===== config.mk =====
export PLATFORM = sky130hd
export DESIGN_NAME = alu_share_arbiter
export DESIGN_NICKNAME = d
export VERILOG_FILES = /design/src/rtl/alu_pkg.sv /design/src/rtl/alu_32bit.sv /design/src/rtl/rr_pick.sv /design/src/rtl/alu_share_arbiter.sv
export SDC_FILE = /design/constraint.sdc
export NUM_CORES = 1
export LEC_CHECK = 0
export BUFFER_PORTS_ARGS = -buffer_cell sky130_fd_sc_hd__buf_4
export CAP_MARGIN = 30
export CELL_PAD_IN_SITES_DETAIL_PLACEMENT = 0
export CELL_PAD_IN_SITES_GLOBAL_PLACEMENT = 1
export CORE_MARGIN = 8
export CORE_UTILIZATION = 45
export CTS_CLUSTER_SIZE = 10
export DETAILED_ROUTE_END_ITERATION = 8
export GPL_ROUTABILITY_DRIVEN = 0
export PLACE_DENSITY_LB_ADDON = 0.1
export SYNTH_ARGS = -nofsm -noshare
export SYNTH_HDL_FRONTEND = slang
export SYNTH_HIERARCHICAL = 1
export SYNTH_SLANG_ARGS = --single-unit
export TNS_END_PERCENT = 20

===== constraint.sdc =====
create_clock -name clk -period 11.75 [get_ports clk]
set_clock_uncertainty 0.15 [all_clocks]
set_input_delay 1.175 -clock clk [delete_from_list [all_inputs] [get_ports clk]]
set_output_delay 1.175 -clock clk [all_outputs]
set_load 0.005 [all_outputs]

===== src/rtl/alu_pkg.sv =====
// Shared opcode definitions, arbiter state encoding and opcode legality helper
// for the shared-ALU arbiter.
package alu_pkg;

  typedef logic [3:0] alu_op_t;

  localparam alu_op_t OP_ADD = 4'b0000;
  localparam alu_op_t OP_SUB = 4'b0001;
  localparam alu_op_t OP_AND = 4'b0010;
  localparam alu_op_t OP_OR  = 4'b0011;
  localparam alu_op_t OP_XOR = 4'b0100;
  localparam alu_op_t OP_SLL = 4'b0110;
  localparam alu_op_t OP_SRL = 4'b0111;

  typedef enum logic [1:0] {
    IDLE = 2'd0,
    EXEC = 2'd1,
    RESP = 2'd2
  } arb_state_t;

  function automatic logic is_legal_op(alu_op_t op);
    case (op)
      OP_ADD, OP_SUB, OP_AND, OP_OR, OP_XOR, OP_SLL, OP_SRL: return 1'b1;
      default: return 1'b0;
    endcase
  endfunction

endpackage


===== src/rtl/alu_32bit.sv =====
// Combinational 32-bit ALU: add/sub/logic/shift, unknown opcodes yield 0.
module alu_32bit
  import alu_pkg::*;
(
  input  logic [31:0] a,
  input  logic [31:0] b,
  input  alu_op_t     op,
  output logic [31:0] result,
  output logic        zero
);

  always_comb begin
    result = '0;
    case (op)
      OP_ADD:  result = a + b;
      OP_SUB:  result = a - b;
      OP_AND:  result = a & b;
      OP_OR:   result = a | b;
      OP_XOR:  result = a ^ b;
      OP_SLL:  result = a << b[4:0];
      OP_SRL:  result = a >> b[4:0];
      default: result = '0;
    endcase
  end

  assign zero = (result == '0);

endmodule


===== src/rtl/rr_pick.sv =====
// Round-robin picker: first set request at or above ptr, wrapping around.
module rr_pick #(
  parameter int NUM_REQ = 4,
  parameter int IDW     = $clog2(NUM_REQ)
) (
  input  logic [NUM_REQ-1:0] req,
  input  logic [IDW-1:0]     ptr,
  output logic [NUM_REQ-1:0] grant,
  output logic [IDW-1:0]     idx,
  output logic               any
);

  always_comb begin
    int j;
    logic [IDW-1:0] jj;
    grant = '0;
    idx   = '0;
    any   = 1'b0;
    j     = 0;
    jj    = '0;
    for (int k = 0; k < NUM_REQ; k++) begin
      j  = (int'(ptr) + k) % NUM_REQ;
      jj = IDW'(j);
      if (!any && req[jj]) begin
        grant[jj] = 1'b1;
        idx       = jj;
        any       = 1'b1;
      end
    end
  end

endmodule


===== src/rtl/alu_share_arbiter.sv =====
// Shares one alu_32bit among NUM_REQ requesters with round-robin grant.
// Define ALU_ARB_ILLEGAL_OP_EN to report illegal opcodes on rsp_err.
module alu_share_arbiter
  import alu_pkg::*;
#(
  parameter int NUM_REQ = 4,
  parameter int IDW     = $clog2(NUM_REQ)
) (
  input  logic                  clk,
  input  logic                  rst,
  input  logic [NUM_REQ-1:0]    req_valid,
  output logic [NUM_REQ-1:0]    req_ready,
  input  logic [NUM_REQ*32-1:0] req_a,
  input  logic [NUM_REQ*32-1:0] req_b,
  input  logic [NUM_REQ*4-1:0]  req_op,
  output logic [NUM_REQ-1:0]    rsp_valid,
  input  logic [NUM_REQ-1:0]    rsp_ready,
  output logic [31:0]           rsp_result,
  output logic                  rsp_zero,
  output logic                  rsp_err,
  output logic                  busy,
  output logic [IDW-1:0]        grant_id
);

  // Handshakes: a transfer happens on a rising edge where valid and ready
  // are both high; valid holds its payload until then, ready never waits on
  // a future cycle.

  arb_state_t     state_q, state_d;
  logic [IDW-1:0] rr_ptr_q, rr_ptr_d;
  logic [IDW-1:0] grant_id_q, grant_id_d;
  logic [31:0]    a_q, a_d, b_q, b_d;
  alu_op_t        op_q, op_d;
  logic [31:0]    result_q, result_d;
  logic           zero_q, zero_d;

  logic [NUM_REQ-1:0] pick_oh;
  logic [IDW-1:0]     pick_idx;
  logic               pick_any;
  logic [31:0]        alu_result;
  logic               alu_zero;
  logic               rsp_accept;

  logic [31:0] a_arr  [NUM_REQ];
  logic [31:0] b_arr  [NUM_REQ];
  alu_op_t     op_arr [NUM_REQ];

  for (genvar g = 0; g < NUM_REQ; g++) begin : g_unpack
    assign a_arr[g]  = req_a[32*g +: 32];
    assign b_arr[g]  = req_b[32*g +: 32];
    assign op_arr[g] = req_op[4*g +: 4];
  end

  rr_pick #(.NUM_REQ(NUM_REQ), .IDW(IDW)) u_pick (
    .req   (req_valid),
    .ptr   (rr_ptr_q),
    .grant (pick_oh),
    .idx   (pick_idx),
    .any   (pick_any)
  );

  // The ALU only ever sees the captured operands, never live request buses.
  alu_32bit u_alu (
    .a      (a_q),
    .b      (b_q),
    .op     (op_q),
    .result (alu_result),
    .zero   (alu_zero)
  );

  assign rsp_accept = rsp_ready[grant_id_q];

  always_ff @(posedge clk) begin
    if (rst) state_q <= IDLE;
    else     state_q <= state_d;
  end

  always_comb begin
    state_d = state_q;
    case (state_q)
      IDLE:    if (pick_any) state_d = EXEC;
      EXEC:    state_d = RESP;
      RESP:    if (rsp_accept) state_d = IDLE;
      default: state_d = IDLE;
    endcase
  end

  always_comb begin
    req_ready = '0;
    rsp_valid = '0;
    busy      = (state_q != IDLE);
    if (state_q == IDLE) req_ready = pick_oh;
    if (state_q == RESP) rsp_valid[grant_id_q] = 1'b1;
  end

  always_comb begin
    rr_ptr_d   = rr_ptr_q;
    grant_id_d = grant_id_q;
    a_d        = a_q;
    b_d        = b_q;
    op_d       = op_q;
    result_d   = result_q;
    zero_d     = zero_q;
    if (state_q == IDLE && pick_any) begin
      grant_id_d = pick_idx;
      a_d        = a_arr[pick_idx];
      b_d        = b_arr[pick_idx];
      op_d       = op_arr[pick_idx];
    end
    if (state_q == EXEC) begin
      result_d = alu_result;
      zero_d   = alu_zero;
    end
    if (state_q == RESP && rsp_accept) begin
      rr_ptr_d = (grant_id_q == IDW'(NUM_REQ - 1)) ? '0 : grant_id_q + IDW'(1);
    end
  end

  always_ff @(posedge clk) begin
    if (rst) begin
      rr_ptr_q   <= '0;
      grant_id_q <= '0;
      a_q        <= '0;
      b_q        <= '0;
      op_q       <= OP_ADD;
      result_q   <= '0;
      zero_q     <= 1'b0;
    end else begin
      rr_ptr_q   <= rr_ptr_d;
      grant_id_q <= grant_id_d;
      a_q        <= a_d;
      b_q        <= b_d;
      op_q       <= op_d;
      result_q   <= result_d;
      zero_q     <= zero_d;
    end
  end

`ifdef ALU_ARB_ILLEGAL_OP_EN
  logic err_q, err_d;

  always_comb begin
    err_d = err_q;
    if (state_q == EXEC) err_d = !is_legal_op(op_q);
  end

  always_ff @(posedge clk) begin
    if (rst) err_q <= 1'b0;
    else     err_q <= err_d;
  end

  assign rsp_err = err_q;
`else
  assign rsp_err = 1'b0;
`endif

  assign rsp_result = result_q;
  assign rsp_zero   = zero_q;
  assign grant_id   = grant_id_q;

endmodule


==> key figures <==
Outcome
  • Outcome: finished clean

Power
  • Leak: 6.98 nW
  • Worst VDD drop: 0.0936 mV
  • Cell internal pwr: 1.44 mW
  • Net Sw Frac: 50.0%
  • Total power: 2.89 mW
  • Net Sw Power: 1.45 mW
  • Flop pwr share: 20.9%
  • Pwr/cell area: 169 nW/µm²
  • Clk pwr share: 11.8%
  • Comb pwr share: 67.2%

Clock tree
  • TritonCTS Buffers: 9
  • Clock tree buffer depth: 2
  • Num Clock Sinks: 107
  • Worst-path clk slew: 0.08 ns
  • Clock tree from TritonCTS: built
  • Post-CTS Hold Buffers: 0
  • Worst skew pair latency: 0.37 ns
  • # Post-CTS Setup Buffers: 0
  • Root Buffer: clkbuf_16
  • Post-CTS Resized: 0
  • H-tree depth: 3

Routing
  • Pre-Repair DR Iteration Count: 6
  • Drt initial violations: 1959
  • DR vias: 15.2k
  • DRC Markers: 0
  • Total Routed Length: 58.9 mm
  • Vias per cell: 6.63
  • WL/cell: 25.7 µm
  • Final ANT Viol Nets: 0

Critical path
  • CP required: 11.91 ns
  • Flop2flop setup slack: 6.15 ns
  • Data arrival, critical path: 5.76 ns
  • FF-to-FF Start: b_q[2]
  • CP Class: reg2reg
  • CP Launch Type: register
  • Worst reg2reg path depth: 19
  • Crit. End Element: register
  • Worst r2r dst: rsp_zero
  • Critical path peak fanout: 72

Synthesis
  • FF+latch count, synth: 107
  • EDFF count, synth: 0
  • Synth warn: 6
  • Asr flop ratio synth: 0%
  • Post-Syn Area: 14300 µm²
  • Primary FF master, synth: dfxtp_1
  • Register area share after synthesis: 15.0%
  • Synthesized Nets: 2048
  • Number of distinct library cells after synthesis: 93
  • Syn_area_per_cell: 8.62 µm²
  • Gate Count Post-Synth: 1659

Timing
  • Slew margin rel.: 27.4%
  • Setup TNS: 0 ns
  • Max frequency: 179 MHz
  • Fin crit period: 5.60 ns
  • Worst hold slack: 0.305 ns
  • Final Cycle Share: 47.7%
  • # setup viols final: 0
  • Final hold violation count: 0
  • Slew Limit Fails: 0
  • RSZ-0062 raised after global routing: false
  • Worst-margin pin slew: 1.09 ns

Cells and area
  • Area occupied by multi-input gates: 11200 µm²
  • Layout cell share with drive strength beyond 1: 28.5%
  • NumNets Final: 2273
  • Commonest non-fill, non-tap cell in the layout: buf_4
  • Area Growth Syn to Fin: 19.7%
  • Antenna diode count: 0
  • Most frequent cells in the layout: buf_4, nand2_1, mux4_2
  • Filler cell count: 3012
  • Flip-flop and latch area: 2150 µm²

GRT
  • Initial antenna violation count: 0
  • Global-route wire length before repair: 89.4 mm
  • GRT Total Usage: 30.0%
  • Vias in the first global route: 14.7k
  • Grt ovf: 0
  • Largest net degree at the start of global routing: 73

Die
  • Core area: 31400 µm²
  • Initial Util: 45.5%
  • Die width: 194 µm
  • # rows: 65
  • Ports: 327
  • Die Ht: 194 µm
  • Die area: 37700 µm²

Placement
  • I/O Buffers: 325
  • HPWL Detailed: 46.8 mm

Min path
  • Min-Delay Endpoint: rsp_result[14]
  • Worst hold start: rsp_result[14]
  • Hold/Removal Path Class: reg2reg
  • Hold Path Stages: 2

Flow run
  • Max-cap violations: 0
==> logic make-up after synthesis <==
group	synth area share, %
flip-flops	15.0
XOR/XNOR	2.70
buffers and inverters	7.18
other	0.0262
multiplexers	25.8
AO/OA/AOI/OAI	23.6
adder cells (fa/ha/maj)	9.42
AND/OR/NAND/NOR	16.3
==> sequential cells by signal, summed over array words and instances (netlist names) <==
signal and count:
grant_id 2, state_q 2, rsp_result 32, op_q 4
a_q 32, rsp_zero 1, rr_ptr_q 2, b_q 32
==> power groups by stage <==
stage	Sequential [mW]	Combinational [mW]	Clock, mW
2_1_floorplan	0.514	1.37	0
3_3_place_gp	0.604	1.86	0
3_5_place_dp	0.608	1.87	0
4_1_cts	0.599	1.88	0.349
5_1_grt	0.615	2.08	0.363
6_report	0.605	1.94	0.342
==> layout make-up <==
type                            instances  share of cell area (%)
Inverter                               81                    1.78
Sequential cell                       107                    12.6
Clock inverter                          5                   0.387
Tap cell                              402                    2.94
Multi-Input combinational cell       1334                    65.4
Timing Repair Buffer                  351                    15.4
Clock buffer                           11                    1.54
==> through the flow <==
stage,instances,worst slack [ns],instance area (µm²),utilization (%)
floorplan,1659,6.33,14300,-
global placement,2272,5.95,16800,53.4
detailed placement,2275,6.37,16800,53.5
CTS,2291,6.34,17100,54.5
global route,2291,5.92,17100,54.5
finish,2291,6.15,17100,54.5
==> critical path, cell delays in order (launching register included) <==
cell and delay, ns:
dfxtp_2 0.33, buf_4 0.61, clkinv_1 0.20, and3_1 0.26, nand2_1 0.16, nor2_1 0.13, a41oi_1 0.30, xnor2_1 0.10
ha_1 0.42, nand2_1 0.13, or3_1 0.38, a21o_1 0.20, a211oi_1 0.84, nor3_1 0.11, a211o_1 0.30, nor4_1 0.26
nand3_1 0.16, nor4_2 0.26, nand2_1 0.07, a21oi_1 0.11
==> worst max path at each step <==
stage,startpoint,endpoint,cells past startpoint
final,b_q[2],rsp_zero,19
after global routing,b_q[2],rsp_zero,19
after CTS,b_q[3],rsp_zero,20
after detailed placement,b_q[3],rsp_zero,20
after global placement,op_q[1],rsp_zero,18
after floorplan,b_q[2],rsp_zero,25
==> per-layer routing <==
layer  part of all wire, %  track usage [%]  vias up
li1                      -                -     6791
met4                   3.7             9.93        0
met5                     0                0        -
met2                    44             46.8      980
met3                    12             8.10      162
met1                    40             39.6     7250
==> Yosys cell counts, types with 10 or more instances <==
cell type	count	area (µm²)
nand2_1	184	691
mux4_2	111	2500
dfxtp_1	107	2140
a21oi_1	106	531
ha_1	106	1330
nor2_1	100	375
o21ai_0	81	405
inv_1	79	297
a22o_1	76	666
mux2i_1	75	751
clkbuf_1	69	259
buf_2	43	215
xnor2_1	37	324
mux2_2	30	338
nand3_1	27	135
a22oi_1	25	188
nor3_1	24	120
a211oi_1	20	150
a221oi_1	17	149
nand2b_1	17	106
o211ai_1	17	128
nand4_1	16	100
a31oi_1	15	93.8
a21o_1	13	97.6
and2_1	13	81.3
nor2b_1	13	81.3
nor4_1	13	81.3
o22ai_1	12	75.1
o21a_1	11	82.6
or3_1	11	68.8
a211o_1	10	87.6
buf_6	10	113
No activity file was read; power rests on OpenSTA's default activity.
